### src/rtl/pc_sequencer.sv
// Fetch/decode sequencer for the 8-bit CPU: drives PC control and the instruction-fetch handshake,
// and resolves JMP/JZ/CALL/RET/HALT locally using a small return-address stack.
module pc_sequencer #(
    parameter int unsigned STACK_DEPTH = 4
) (
    input  logic       clk,
    input  logic       rst_n,
    input  logic       run,
    input  logic [7:0] pc_addr,
    output logic       imem_req,
    input  logic       imem_valid,
    input  logic [7:0] imem_rdata,
    input  logic       flag_z,
    output logic       pc_en,
    output logic       pc_chg_en,
    output logic [7:0] pc_chg_addr,
    output logic [7:0] ir,
    output logic       exec_valid,
    output logic       halted,
    output logic       stack_err
);

    localparam int unsigned SpW = $clog2(STACK_DEPTH);
    localparam logic [SpW:0] SpFull = (SpW + 1)'(STACK_DEPTH);
    localparam logic [SpW:0] SpOne  = (SpW + 1)'(1);

    typedef enum logic [2:0] {
        StIdle,
        StFetch,
        StDecode,
        StFetchOp,
        StExec,
        StHalt
    } state_e;

    state_e       state_q, state_d;
    logic [7:0]   ir_q, ir_d;
    logic [SpW:0] sp_q, sp_d;
    logic         halted_q, halted_d;
    logic         err_q, err_d;
    logic [7:0]   stack_q [STACK_DEPTH];

    logic         push, pop;
    logic         req_c, en_c, chg_c, exec_c;
    logic [7:0]   addr_c;
    logic [3:0]   opcode;
    logic         stack_full, stack_empty;
    logic [SpW-1:0] top_idx;
    logic [7:0]   ret_addr;
    state_e       boundary;

    assign opcode      = ir_q[7:4];
    assign stack_full  = (sp_q == SpFull);
    assign stack_empty = (sp_q == '0);
    assign top_idx     = SpW'(sp_q - SpOne);
    assign ret_addr    = pc_addr + 8'd1;
    assign boundary    = run ? StFetch : StIdle;

    always_comb begin
        state_d  = state_q;
        ir_d     = ir_q;
        sp_d     = sp_q;
        halted_d = halted_q;
        err_d    = err_q;
        push     = 1'b0;
        pop      = 1'b0;
        req_c    = 1'b0;
        en_c     = 1'b0;
        chg_c    = 1'b0;
        exec_c   = 1'b0;
        addr_c   = 8'h00;

        unique case (state_q)
            StIdle: begin
                if (run) state_d = StFetch;
            end
            StFetch: begin
                req_c = 1'b1;
                if (imem_valid) begin
                    ir_d    = imem_rdata;
                    en_c    = 1'b1;
                    state_d = StDecode;
                end
            end
            StDecode: begin
                if (opcode <= 4'hB) begin
                    state_d = StExec;
                end else if (opcode != 4'hF) begin
                    state_d = StFetchOp;
                end else if (ir_q[3:0] == 4'h0) begin
                    if (stack_empty) begin
                        err_d    = 1'b1;
                        halted_d = 1'b1;
                        state_d  = StHalt;
                    end else begin
                        en_c    = 1'b1;
                        chg_c   = 1'b1;
                        addr_c  = stack_q[top_idx];
                        pop     = 1'b1;
                        sp_d    = sp_q - SpOne;
                        state_d = boundary;
                    end
                end else if (ir_q[3:0] == 4'hF) begin
                    halted_d = 1'b1;
                    state_d  = StHalt;
                end else begin
                    state_d = boundary;
                end
            end
            StFetchOp: begin
                req_c = 1'b1;
                if (imem_valid) begin
                    state_d = boundary;
                    case (opcode)
                        4'hC: begin
                            en_c   = 1'b1;
                            chg_c  = 1'b1;
                            addr_c = imem_rdata;
                        end
                        4'hD: begin
                            // Not taken still advances past the operand byte.
                            en_c   = 1'b1;
                            chg_c  = flag_z;
                            addr_c = flag_z ? imem_rdata : 8'h00;
                        end
                        4'hE: begin
                            if (stack_full) begin
                                err_d    = 1'b1;
                                halted_d = 1'b1;
                                state_d  = StHalt;
                            end else begin
                                push   = 1'b1;
                                sp_d   = sp_q + SpOne;
                                en_c   = 1'b1;
                                chg_c  = 1'b1;
                                addr_c = imem_rdata;
                            end
                        end
                        default: ;
                    endcase
                end
            end
            StExec: begin
                exec_c  = 1'b1;
                state_d = boundary;
            end
            StHalt: ;
            default: state_d = StIdle;
        endcase
    end

    always_ff @(posedge clk) begin
        if (!rst_n) begin
            state_q  <= StIdle;
            ir_q     <= 8'h00;
            sp_q     <= '0;
            halted_q <= 1'b0;
            err_q    <= 1'b0;
        end else begin
            state_q  <= state_d;
            ir_q     <= ir_d;
            sp_q     <= sp_d;
            halted_q <= halted_d;
            err_q    <= err_d;
        end
    end

    // Stack contents need no reset: validity is tracked by sp_q alone.
    always_ff @(posedge clk) begin
        if (rst_n && push) stack_q[sp_q[SpW-1:0]] <= ret_addr;
    end

    assign imem_req    = rst_n & req_c;
    assign pc_en       = rst_n & en_c;
    assign pc_chg_en   = rst_n & chg_c;
    assign pc_chg_addr = (rst_n & chg_c) ? addr_c : 8'h00;
    assign exec_valid  = rst_n & exec_c;
    assign ir          = ir_q;
    assign halted      = halted_q;
    assign stack_err   = err_q;

endmodule
### config.mk
export PLATFORM = sky130hd
export DESIGN_NAME = pc_sequencer
export DESIGN_NICKNAME = d
export VERILOG_FILES = /design/src/rtl/pc_sequencer.sv
export SDC_FILE = /design/constraint.sdc
export NUM_CORES = 1
export LEC_CHECK = 0
export CAP_MARGIN = 20
export CORE_MARGIN = 3
export CORE_UTILIZATION = 47
export DETAILED_ROUTE_END_ITERATION = 12
export PLACE_DENSITY = 0.85
export SKIP_LAST_GASP = 1
export SYNTH_ARGS = -nofsm -noshare
export SYNTH_HDL_FRONTEND = slang
export SYNTH_SLANG_ARGS = --single-unit
### constraint.sdc
create_clock -name clk -period 3 [get_ports clk]
set_input_delay 0.75 -clock clk [delete_from_list [all_inputs] [get_ports clk]]
set_output_delay 0.75 -clock clk [all_outputs]
set_load 0.1 [all_outputs]
==> flow_summary.ini <==
[status]
outcome = finished clean

[routing]
wl_per_cell_um = 17.75
drc = 0
drt_iter0_markers = 155
vias = 1861
firstDrtPassIters = 4
ant_nets = 0
routed_wl_um = 5768
viasPerCell = 5.726

[yosys]
yosysWarnings = 0
ys_ff_latch = 48
syn_area_per_cell_um2 = 12.02
synth_area_leaders = edfxtp_1, dfxtp_1, mux4_2, nand2_1, ha_1
async_flop_share_pct = 0
yosysUniqueCellTypes = 44
yosys_most_used_dff = edfxtp_1
syn_inst = 200
ys_top_cells_by_count = edfxtp_1, nand2_1, dfxtp_1
synth_top_cell_by_area = edfxtp_1
synth_top_area_share_pct = 39.98
synth.most_common_cell = edfxtp_1
ys_seq_area_share_pct = 53.31
syn_area_mm2 = 0.002404
synth_edf_count = 32
synth_nets = 227

[cts]
cts_buffers = 5
cts_buffer_depth = 2
cts_sinks = 48
cts_max_level = 2
cts_tree = built
clk_pin_slew_ns = 0.09
clk_latency_ns = 0.30
clockRootBuffer = clkbuf_8

[critical_path]
r2r-start = sp_q[0]$_SDFFE_PN0P_
endpoint_kind = output port
regToRegSetupSlack_ns = 0.77
required_ns = 2.25
crit_type = primary input to output port
cp.depth = 6
startpoint_type = primary input
path_cells = clkdlybuf4s50_1 > nand2_2 > a2111oi_4 > buf_6 > a22o_4 > buf_12
critPathBufInv = 3
cp_top_family = buffers and inverters
reg2regPathDepth = 5
critPathMaxStageDelay_ns = 0.50
r2r_end = stack_q[2][0]$_DFFE_PP_
critPathMaxFanout = 6
slowest_stage = clkdlybuf4s50_1
cp.arrival_ns = 2.19

[pwr]
power.density_mw_per_mm2 = 413.3
finalPower_mw = 1.377
ir_worst_vdd_mv = 0.2946
power_leakage_nw = 1.230

[floorplan]
rows = 25
die-area_mm2 = 0.006008
die_h_um = 77.51
die_x_um = 77.51
core_mm2 = 0.004817
ios = 43
initial_core_util_pct = 49.90

[worst_hold_path]
min-delay-start = stack_err$_SDFFE_PN0P_
whs_endpoint = stack_err$_SDFFE_PN0P_
min_path_type = flip-flop to flip-flop
min_path_cells = 1

[sta]
relSlewSlack_pct = 54.78
maxSlewViolCount = 0
period_needed_ns = 2.937
rsz0062_at_grt = false
finalSetupTns_ns = 0
hold_viol_final = 0
fmax_mhz = 340.4
finalSetupViolCount = 0
min_period_over_period_pct = 97.92
setup_slack_ns = 0.06252
fin_worst_skew_ns = 0.009144
worst_pin_slew_ns = 0.6721

[grt]
use_met1_pct = 24.90
grt_pass1_wl_um = 9453
grtUsageMet3_pct = 4.524
grt.met2_usage_pct = 34.46
antenna_found_initial = 0
gr-total-overflow = 0
grt_usage_pct = 19.97
busiest_layer = met2
grt_max_degree = 17
grt_pass1_vias = 1874

[finish]
drive_gt1_share_pct = 32.95
antennaDiodeCount = 0
fill_cells = 366
multiInputGateArea_mm2 = 0.001147
final_cell_area_mm2 = 0.003332
layoutNonFillerInstCount = 325
nNetsFinal = 284
regArea_mm2 = 0.001300
syn_to_final_growth_pct = 38.63

[place]
preCtsSetupSlack_ns = -0.1500
gp_congestion = 0.8798
place_inst = 315
io_buffer_count = 42
dp_hpwl_um = 4097
post_dp_cell_area_mm2 = 0.003131

[flow_run]
drv_cap = 0
-- logic make-up (layout without fill, tap and decap cells) --
logic type	Yosys count	in the layout	share of synthesized area [%]
mux	9	9	7.912
xor+xnor	9	9	3.279
fa+ha+maj	6	6	3.123
simple gates	68	68	16.40
compound gates	42	42	12.96
buf+inv	18	76	3.019
flops	48	48	53.31
-- worst max-delay path by stage --
| stage | startpoint | end | slack, ns |
|---|---|---|---|
| finish | imem_valid | pc_chg_addr[4] | 0.06 |
| global route | imem_valid | pc_en | 0.003 |
| CTS | imem_valid | pc_en | 0.02 |
| detailed placement | flag_z | pc_chg_addr[4] | -0.15 |
| global placement | flag_z | pc_chg_addr[6] | -0.11 |
| floorplan | ir[2]$_SDFFE_PN0P_ | pc_en | -0.03 |
-- sequential cells by signal (all words and copies together) (netlist names) --
signal and flops:
stack_err 1, halted 1, sp_q 3, ir 8, state_q 3, stack_q 32
-- per-layer routing --
layer / wire (µm) / share of wire (%)
met2: 3009 / 52
met5: 0 / 0
met4: 61 / 1.1
met1: 2441 / 42
met3: 256 / 4.4
-- where the power goes --
part,internal (mW),switching [mW],total (mW)
combinational,0.0675,0.113,0.181
clock,0.251,0.221,0.472
sequential,0.713,0.0119,0.725
-- metrics by stage --
stage	hold WS (ns)	utilization, %
after floorplan	0.4825	-
after global placement	0.4543	64.99
after detailed placement	0.4634	64.99
after CTS	0.4859	68.99
after global routing	0.5113	69.17
final	0.4798	69.17
-- cells in the final DEF, fill, tap and decap left out, drive strengths merged, types with 3 or more instances in the layout --
cell type,netlist,layout
buf,6,39
edfxtp,32,32
nand2,23,23
clkdlybuf4s50,0,18
dfxtp,16,16
a21oi,13,13
inv,9,10
mux4,8,8
a22o,8,8
nor2,7,7
ha,6,6
xnor2,5,5
clkbuf,3,5
o21ai,5,5
nor4,4,4
xor2,4,4
and2,4,4
nand3,4,4
nand3b,3,3
nand2b,3,3
and3b,3,3
nand4,3,3
or3,3,3
o41ai,3,3
nor3,3,3
-- final cells by class --
class	instances	area share, %
clock buffer	5	2.065
clock inverter	3	1.389
inverter	9	1.014
multi-input combinational	134	34.43
sequential	48	39.02
tap	67	2.516
timing repair buffer	59	19.56
-- worst reg2reg max path: stages, from the launching register on --
cell,delay (ns)
dfxtp_1,0.36
inv_1,0.09
ha_2,0.23
a21o_1,0.23
nor4_1,0.48
and2_1,0.49
-- repair_timing --
| action | 4_1_cts | 5_1_grt |
|---|---|---|
| gates resized for setup | 14 | 2 |
| hold buffers | 0 | 0 |
| pin swaps | 5 | 2 |
| endpoints found under the setup margin | 9 | 9 |
| setup buffers | 2 | 0 |
Power figures use the tool's default switching activity.
